$ cat src/rtl/rem_unit.sv
// rem_unit: sequential sign-magnitude remainder (A rem B), restoring division
// one dividend bit per cycle. Optional floored-modulo result sign/magnitude
// selected by defining REM_FLOOR_MOD_EN; default build is truncated remainder.
module rem_unit #(
  parameter int unsigned MAG_W = 2
) (
  input  logic             clk,
  input  logic             rst,
  input  logic             start,
  input  logic [MAG_W:0]   NumA,
  input  logic [MAG_W:0]   NumB,
  output logic             busy,
  output logic             done,
  output logic [MAG_W+1:0] Res,
  output logic             negF,
  output logic             zerF,
  output logic             DZF
);

  localparam int unsigned CNT_W = (MAG_W > 1) ? $clog2(MAG_W) : 1;
  localparam int unsigned RES_W = MAG_W + 2;

  typedef enum logic [1:0] {
    S_IDLE = 2'd0,
    S_CALC = 2'd1,
    S_FIN  = 2'd2
  } state_t;

  state_t             state_q, state_d;
  logic [CNT_W-1:0]   cnt_q, cnt_d;
  logic [MAG_W-1:0]   a_mag_q, a_mag_d;
  logic [MAG_W-1:0]   b_mag_q, b_mag_d;
  logic [MAG_W-1:0]   rem_q, rem_d;
  logic               sign_a_q, sign_a_d;
  logic               sign_b_q, sign_b_d;
  logic               dz_q, dz_d;
  logic               busy_q, busy_d;
  logic               done_q, done_d;
  logic [RES_W-1:0]   res_q, res_d;
  logic               negf_q, negf_d;
  logic               zerf_q, zerf_d;
  logic               dzf_q, dzf_d;

  logic [MAG_W:0]     shift_rem;
  logic [MAG_W:0]     b_ext;
  logic [MAG_W:0]     trial;
  logic [MAG_W-1:0]   fin_mag;
  logic               fin_sign;

`ifndef REM_FLOOR_MOD_EN
  // Divisor sign only matters for floored modulo.
  logic unused_sign_b;
  assign unused_sign_b = sign_b_q;
`endif

  // Final magnitude/sign from the partial remainder, per remainder flavour.
  always_comb begin
    fin_mag  = rem_q;
    fin_sign = sign_a_q & (rem_q != '0);
`ifdef REM_FLOOR_MOD_EN
    if ((sign_a_q != sign_b_q) && (rem_q != '0)) begin
      fin_mag  = MAG_W'(b_mag_q - rem_q);
      fin_sign = sign_b_q;
    end else begin
      fin_mag  = rem_q;
      fin_sign = sign_b_q & (rem_q != '0);
    end
`endif
  end

  // Next-state and next-output logic for the IDLE -> CALC -> FIN sequence.
  always_comb begin
    state_d  = state_q;
    cnt_d    = cnt_q;
    a_mag_d  = a_mag_q;
    b_mag_d  = b_mag_q;
    rem_d    = rem_q;
    sign_a_d = sign_a_q;
    sign_b_d = sign_b_q;
    dz_d     = dz_q;
    busy_d   = busy_q;
    done_d   = 1'b0;
    res_d    = res_q;
    negf_d   = negf_q;
    zerf_d   = zerf_q;
    dzf_d    = dzf_q;

    shift_rem = {rem_q, a_mag_q[cnt_q]};
    b_ext     = {1'b0, b_mag_q};
    trial     = shift_rem - b_ext;

    case (state_q)
      S_IDLE: begin
        if (start) begin
          sign_a_d = NumA[MAG_W];
          sign_b_d = NumB[MAG_W];
          a_mag_d  = NumA[MAG_W-1:0];
          b_mag_d  = NumB[MAG_W-1:0];
          dz_d     = (NumB[MAG_W-1:0] == '0);
          rem_d    = '0;
          cnt_d    = CNT_W'(MAG_W - 1);
          busy_d   = 1'b1;
          state_d  = (NumB[MAG_W-1:0] == '0) ? S_FIN : S_CALC;
        end
      end
      S_CALC: begin
        rem_d = (shift_rem >= b_ext) ? trial[MAG_W-1:0] : shift_rem[MAG_W-1:0];
        if (cnt_q == '0) begin
          state_d = S_FIN;
        end else begin
          cnt_d = CNT_W'(cnt_q - 1'b1);
        end
      end
      S_FIN: begin
        done_d  = 1'b1;
        busy_d  = 1'b0;
        state_d = S_IDLE;
        if (dz_q) begin
          res_d  = '0;
          negf_d = 1'b0;
          zerf_d = 1'b0;
          dzf_d  = 1'b1;
        end else begin
          res_d  = {fin_sign, 1'b0, fin_mag};
          negf_d = fin_sign;
          zerf_d = (fin_mag == '0);
          dzf_d  = 1'b0;
        end
      end
      default: begin
        state_d = S_IDLE;
        busy_d  = 1'b0;
      end
    endcase
  end

  // State and output registers with synchronous reset.
  always_ff @(posedge clk) begin
    if (rst) begin
      state_q  <= S_IDLE;
      cnt_q    <= '0;
      a_mag_q  <= '0;
      b_mag_q  <= '0;
      rem_q    <= '0;
      sign_a_q <= 1'b0;
      sign_b_q <= 1'b0;
      dz_q     <= 1'b0;
      busy_q   <= 1'b0;
      done_q   <= 1'b0;
      res_q    <= '0;
      negf_q   <= 1'b0;
      zerf_q   <= 1'b0;
      dzf_q    <= 1'b0;
    end else begin
      state_q  <= state_d;
      cnt_q    <= cnt_d;
      a_mag_q  <= a_mag_d;
      b_mag_q  <= b_mag_d;
      rem_q    <= rem_d;
      sign_a_q <= sign_a_d;
      sign_b_q <= sign_b_d;
      dz_q     <= dz_d;
      busy_q   <= busy_d;
      done_q   <= done_d;
      res_q    <= res_d;
      negf_q   <= negf_d;
      zerf_q   <= zerf_d;
      dzf_q    <= dzf_d;
    end
  end

  assign busy = busy_q;
  assign done = done_q;
  assign Res  = res_q;
  assign negF = negf_q;
  assign zerF = zerf_q;
  assign DZF  = dzf_q;

endmodule

$ cat config.mk
export PLATFORM = sky130hd
export DESIGN_NAME = rem_unit
export DESIGN_NICKNAME = d
export VERILOG_FILES = /design/src/rtl/rem_unit.sv
export SDC_FILE = /design/constraint.sdc
export NUM_CORES = 1
export LEC_CHECK = 0
export CAP_MARGIN = 5
export CORE_MARGIN = 10
export CORE_UTILIZATION = 51
export DETAILED_ROUTE_END_ITERATION = 6
export GPL_TIMING_DRIVEN = 0
export PLACE_DENSITY = 0.81
export SETUP_SLACK_MARGIN = 0.4
export SKIP_LAST_GASP = 1
export SLEW_MARGIN = 15
export SYNTH_ARGS = -nofsm -noshare
export SYNTH_HDL_FRONTEND = slang
export SYNTH_SLANG_ARGS = --single-unit
$ cat constraint.sdc
create_clock -name clk -period 3.9 [get_ports clk]
set_input_delay 0.39 -clock clk [delete_from_list [all_inputs] [get_ports clk]]
set_output_delay 0.39 -clock clk [all_outputs]
set_load 0.1 [all_outputs]
==> reports/metrics.csv, run 1 <==
stage;metric;value;unit
status;status;completed;
global_routing;GRT Total Usage;10.2;%
pwr;share of total power in the clock network;29.6;%
pwr;total power;0.390;mW
synth;Main synth FF type;dfxtp_1;
layout;final core occ;66.6;%
clocking;TritonCTS Buffers;3;
pwr;Net Sw Frac;28.6;%
pwr;Lkg Pwr;0.394;nW
placed_design;Setup Slack @ Placement;1.95;ns
drt;DR vias;673;
worst_setup_path;crit path max fanout;3;
clocking;clk_lat worst skew;0.30;ns
clocking;Sink Count;18;
synth;adder-cell share of the synthesized area;3.19;%
pwr;Pwr per Cell Area;398;nW/µm²
synth;Synth Net Count;102;
clocking;TritonCTS clock tree;done;
sta;min Tclk post-route;2.27;ns
drt;antenna-violating nets left;0;
floorplan;die width;59.2;µm
worst_setup_path;Critical Path AT;1.88;ns
drt;drt pass-1 iters;4;
pwr;P_int;0.278;mW
placed_design;Port Buffers;14;
synth;multiplexer share of the synthesized area;10.4;%
drt;drc violations;0;
sta;Max-slew headroom;34.8;%
synth;Async S/R FF share, synth;0;%
sta;Final setup viols;0;
placed_design;Post-DP HPWL;1170;µm
global_routing;vias in the first global route;667;
sta;fin. max-slew vios;0;
synth;synth top area cells;dfxtp_1 (46%), nor2_1 (9.1%), mux2i_1 (8.9%), a21oi_1 (6.4%), nor3b_1 (3.8%);
clocking;Bufs on Longest Clock Path;2;
worst_setup_path;Worst setup SP type;flip-flop;
clocking;CTS resizes;0;
placed_design;GP Congestion;0.787;
pwr;Sw Pwr;0.112;mW
floorplan;# IOs;18;
sta;fin crit share;58.2;%
synth;post-synth top area share;46.0;%
synth;post-synthesis sequential area ratio;46.0;%
floorplan;Die Y;59.2;µm
synth;Ys Warns;0;
sta;Layout Skew;0.00326;ns
drt;Vias/cell;5.38;
sta;Worst Slack Setup Final;1.63;ns
floorplan;die area;3500;µm²
global_routing;initial antenna violation count;0;
placed_design;placed inst area;943;µm²
synth;Post-Syn Area;783;µm²
synth;syn avg cell area;8.61;µm²
synth;Mapped Cells;91;
synth;main combinational cell family by area after synthesis;simple AND/OR/NAND/NOR gates;
synth;most frequent cell after synthesis;nor2_1;
synth;list of most frequent post-synthesis cells;nor2_1 (19), dfxtp_1 (18), a21oi_1 (10);
pwr;Max IR drop VDD;0.000284;V
pwr;Seq pwr share;51.3;%
layout;ANT cells;0;
drt;DRT Wirelength;1540;µm
clocking;CTS H-tree depth;1;
sta;RSZ-0062 raised after global routing;false;
sta;setup_tns;0;ns
pwr;Logic pwr share;19.1;%
synth;Synth Area in Compound Gates;11.8;%
synth;Post-Synth Simple-Gate Area;22.0;%
floorplan;row count;14;
worst_setup_path;CP Data Required Time;3.51;ns
layout;fraction of layout cells with a size suffix above 1;9.17;%
layout;# fillers;124;
floorplan;initial cell density of the core;53.2;%
global_routing;grt total ovfl;0;
global_routing;largest net degree at the start of global routing;11;
clocking;Hold-fix buffers, CTS;0;
clocking;clk root buf;clkbuf_4;
synth;synth unique cells;24;
worst_setup_path;crit path capture type;primary output;
clocking;setup bufs post-CTS;0;
floorplan;core area;1470;µm²
synth;cell accounting for the most synthesized area;dfxtp_1;
hold_path;Hold Crit Class;in -> reg;
layout;Nets;121;
drt;Starting DRT DRC Count;17;
sta;Worst Tran Pin Value;0.975;ns
drt;Avg WL per Cell;12.3;µm
synth;Seq cells post-synth;18;
worst_setup_path;crit path kind;reg -> out;
layout;final instance area;980;µm²
layout;area grow syn2layout;25.1;%
clocking;Clk pin slew, worst setup/hold paths;0.10;ns
synth;XOR/XNOR Fraction of Synth Area;0;%
sta;fmax;440;MHz
sta;Hold Violations, Final;0;
global_routing;global-route wire length before repair;2810;µm
flow_run;MaxCap Viol Count;0;
synth;number of synthesized flops with an enable pin;0;
==> area by class of cell <==
cell class	count	area [µm²]	share of cell area, %
Tap cell	16	20.0	2.04
Clock buffer	4	36.3	3.70
Sequential cell	18	360	36.8
Timing Repair Buffer	14	140	14.3
Multi-Input combinational cell	63	375	38.3
Inverter	4	15.0	1.53
Buffer	6	32.5	3.32
==> power by group through the flow <==
stage	combinational, mW	sequential (mW)	clock (mW)
finish	0.0742	0.200	0.115
global route	0.0824	0.201	0.125
CTS	0.0746	0.200	0.120
detailed placement	0.0744	0.204	0
global placement	0.0727	0.204	0
floorplan	0.0408	0.219	0
==> worst paths after layout <==
kind,slack [ns],cells past startpoint,to,from
max,1.63,2,Res[3],Res[3]$_SDFFE_PP0P_
min,0.46,2,Res[0]$_SDFFE_PP0P_,rst
max reg2reg,2.25,6,fin_mag[0]$_SDFFE_PP0P_,cnt_q$_SDFFE_PP0P_
min reg2reg,0.50,2,zerF$_SDFFE_PP0P_,zerF$_SDFFE_PP0P_
==> critical path, cell delays in order (launching register included) <==
cell             delay [ns]
dfxtp_1                0.36
buf_4                  0.11
clkdlybuf4s50_1        1.12
==> placed cells by master (no fill, tap or decap), drive strengths merged <==
cell and instances:
a32oi 2, nor3 4, o21ai 2, clkdlybuf4s50 14
ha 2, nor4 1, dfxtp 18, conb 1
inv 4, or3 1, mux2 1, a21oi 10
nand2 4, nor4b 1, clkbuf 5, buf 5
o31ai 1, nor3b 4, nor2 19, and2b 1
mux2i 7, nand2b 1, o21a 1
==> logic make-up after synthesis <==
family                     Yosys count
and+or+nand+nor                     36
DFF                                 18
AOI/OAI and AO/OA                   16
buffers and inverters               10
muxes                                8
adders and majority gates            2
other                                1
==> sequential cells by signal, summed over array words and instances, names as in the netlist <==
register and count:
DZF 1, fin_mag 2, a_mag_q 2, state_q 2
cnt_q 1, Res 3, done 1, dz_q 1
zerF 1, busy 1, sign_a_q 1, b_mag_q 2
==> layer usage <==
layer	global-route usage, %	share of wire, %	up-vias
met5	0	0	-
li1	-	-	342
met1	11.2	43	313
met4	6.23	2.5	0
met3	3.22	5.2	5
met2	16.5	49	13
==> through the flow <==
step | cells | hold slack, ns
after global routing | 125 | 0.501
after detailed placement | 121 | 0.483
after floorplan | 91 | 0.452
after CTS | 125 | 0.458
after global placement | 121 | 0.470
final | 125 | 0.459
Note: power is estimated with default switching activity, not from simulation.
==> run 2: changes to the inputs <==
--- a/config.mk
+++ b/config.mk
@@ -7,10 +7,10 @@
 export LEC_CHECK = 0
 export CAP_MARGIN = 5
 export CORE_MARGIN = 10
-export CORE_UTILIZATION = 51
+export CORE_UTILIZATION = 47
 export DETAILED_ROUTE_END_ITERATION = 6
 export GPL_TIMING_DRIVEN = 0
-export PLACE_DENSITY = 0.81
+export PLACE_DENSITY = 0.76
 export SETUP_SLACK_MARGIN = 0.4
 export SKIP_LAST_GASP = 1
 export SLEW_MARGIN = 15
==> constraint.sdc (replaced) <==
create_clock -name clk -period 2.4 [get_ports clk]
set_input_delay 0.24 -clock clk [delete_from_list [all_inputs] [get_ports clk]]
set_output_delay 0.24 -clock clk [all_outputs]
set_load 0.1 [all_outputs]
==> run 2 against run 1 <==
Compared with the run above: die area is 5.6% higher; clock skew increased by 0.00056 ns; combinational power grew 60%; highest routed layer unchanged.
==> reports/metrics.csv, run 2 (same netlist as run 1, synthesis figures left out) <==
stage;metric;value;unit;change
status;status;completed;;unchanged
clocking;Bufs on Longest Clock Path;2;;unchanged
floorplan;die width;60.8;µm;was 59.2 µm
pwr;Lkg Pwr;0.437;nW;was 0.394 nW
worst_setup_path;Critical Path AT;1.60;ns;was 1.88 ns
floorplan;die area;3700;µm²;was 3500 µm²
pwr;P_int;0.416;mW;was 0.278 mW
layout;final core occ;62.3;%;was 66.6%
floorplan;# IOs;18;;unchanged
flow_run;MaxCap Viol Count;0;;unchanged
clocking;CTS resizes;7;;was 0
sta;Hold Violations, Final;0;;unchanged
clocking;Hold-fix buffers, CTS;0;;unchanged
drt;drc violations;0;;unchanged
worst_setup_path;crit path max fanout;3;;unchanged
drt;Vias/cell;5.19;;was 5.38
clocking;TritonCTS Buffers;3;;unchanged
drt;DR vias;643;;was 673
global_routing;largest net degree at the start of global routing;11;;unchanged
pwr;Pwr per Cell Area;616;nW/µm²;was 398 nW/µm²
hold_path;Hold Crit Class;in -> reg;;unchanged
drt;Avg WL per Cell;13.3;µm;was 12.3 µm
floorplan;core area;1540;µm²;was 1470 µm²
sta;Max-slew headroom;34.7;%;was 34.8%
drt;DRT Wirelength;1650;µm;was 1540 µm
sta;min Tclk post-route;1.84;ns;
worst_setup_path;crit path capture type;primary output;;unchanged
floorplan;row count;14;;unchanged
layout;ANT cells;0;;unchanged
sta;Worst Tran Pin Value;0.984;ns;was 0.975 ns
clocking;setup bufs post-CTS;0;;unchanged
clocking;clk_lat worst skew;0.29;ns;was 0.30 ns
sta;fin crit share;76.9;%;
global_routing;grt total ovfl;0;;unchanged
worst_setup_path;crit path launch;Res[3]$_SDFFE_PP0P_;;unchanged
worst_setup_path;crit path kind;reg -> out;;unchanged
sta;Hold Slack;0.337;ns;was 0.459 ns
drt;drt pass-1 iters;4;;unchanged
pwr;Seq pwr share;55.1;%;was 51.3%
sta;Layout Skew;0.00382;ns;was 0.00326 ns
layout;commonest non-fill, non-tap cell in the layout;nor2_1;;unchanged
clocking;clk root buf;clkbuf_4;;unchanged
clocking;TritonCTS clock tree;done;;unchanged
drt;antenna-violating nets left;0;;unchanged
global_routing;global-route wire length before repair;2820;µm;was 2810 µm
pwr;Logic pwr share;20.1;%;was 19.1%
pwr;Max IR drop VDD;0.000337;V;was 0.000284 V
pwr;Sw Pwr;0.175;mW;was 0.112 mW
placed_design;Port Buffers;14;;unchanged
sta;fin. max-slew vios;0;;unchanged
layout;fraction of layout cells with a size suffix above 1;8.33;%;was 9.17%
clocking;CTS H-tree depth;1;;unchanged
pwr;share of total power in the clock network;24.8;%;was 29.6%
worst_setup_path;Worst setup SP type;flip-flop;;unchanged
placed_design;Post-DP HPWL;1320;µm;was 1170 µm
global_routing;GRT Total Usage;9.72;%;was 10.2%
worst_setup_path;FF-to-FF Start;cnt_q$_SDFFE_PP0P_;;unchanged
floorplan;Die Y;60.8;µm;was 59.2 µm
drt;Starting DRT DRC Count;15;;was 17
layout;area grow syn2layout;22.5;%;was 25.1%
hold_path;HP Start;rst;;unchanged
worst_setup_path;CP Data Required Time;2.16;ns;was 3.51 ns
global_routing;initial antenna violation count;0;;unchanged
clocking;Clk pin slew, worst setup/hold paths;0.09;ns;was 0.10 ns
pwr;Net Sw Frac;29.6;%;was 28.6%
sta;fmax;542;MHz;
sta;Final setup viols;0;;unchanged
layout;max reg flops;3;;unchanged
layout;most frequent cells in the layout;nor2_1 (19), dfxtp_1 (18), a21oi_1 (10), mux2i_1 (7), dlygate4sd2_1 (7);;was nor2_1 (19), dfxtp_1 (18), clkdlybuf4s50_1 (14), a21oi_1 (10), mux2i_1 (7)
global_routing;vias in the first global route;673;;was 667
sta;setup_tns;0;ns;unchanged
clocking;Sink Count;18;;unchanged
placed_design;GP Congestion;0.764;;was 0.787
floorplan;initial cell density of the core;50.8;%;was 53.2%
sta;RSZ-0062 raised after global routing;false;;unchanged
layout;Nets;121;;unchanged
-- run 2: power by group through the flow --
stage | clock, mW | combinational, mW | sequential [mW]
6_report | 0.147 | 0.119 | 0.325
5_1_grt | 0.160 | 0.130 | 0.328
4_1_cts | 0.150 | 0.119 | 0.326
3_5_place_dp | 0 | 0.121 | 0.333
3_3_place_gp | 0 | 0.119 | 0.332
2_1_floorplan | 0 | 0.0662 | 0.355
-- run 2: final timing paths --
path	depth (start not counted)	slack, ns	end
setup / recovery	2	0.56	Res[3]
hold / removal	2	0.34	Res[0]$_SDFFE_PP0P_
setup reg to reg	6	0.79	fin_mag[0]$_SDFFE_PP0P_
hold reg to reg	2	0.49	zerF$_SDFFE_PP0P_
-- run 2: cell type report --
type,instances,area (µm²)
fillers,147,582
multi-input cells,63,375
flip-flops and latches,18,360
repair buffers,14,134
plain buffers,6,32.5
clock buffers,3,22.5
well taps,16,20.0
inverters,4,15.0
-- run 2: per-stage QoR --
stage / cells / area (µm²) / total power, mW / setup WS (ns)
finish: 124 / 960 / 0.591 / 0.555
global route: 124 / 960 / 0.618 / 0.513
CTS: 124 / 957 / 0.595 / 0.422
detailed placement: 121 / 943 / 0.454 / 0.575
global placement: 121 / 943 / 0.451 / 0.605
floorplan: 91 / 783 / 0.421 / 0.787
-- run 2: per-layer routing --
layer | GRT usage [%] | vias to the layer above | routed length (µm)
met2 | 16.9 | 9 | 833
met1 | 10.7 | 288 | 737
met4 | 4.70 | 0 | 10
met3 | 2.51 | 2 | 70
met5 | 0 | - | 0
li1 | - | 344 | -
-- run 2: critical path, stage by stage, from the launching register on --
cell	delay (ns)
dfxtp_1	0.35
buf_4	0.11
dlygate4sd2_1	0.86
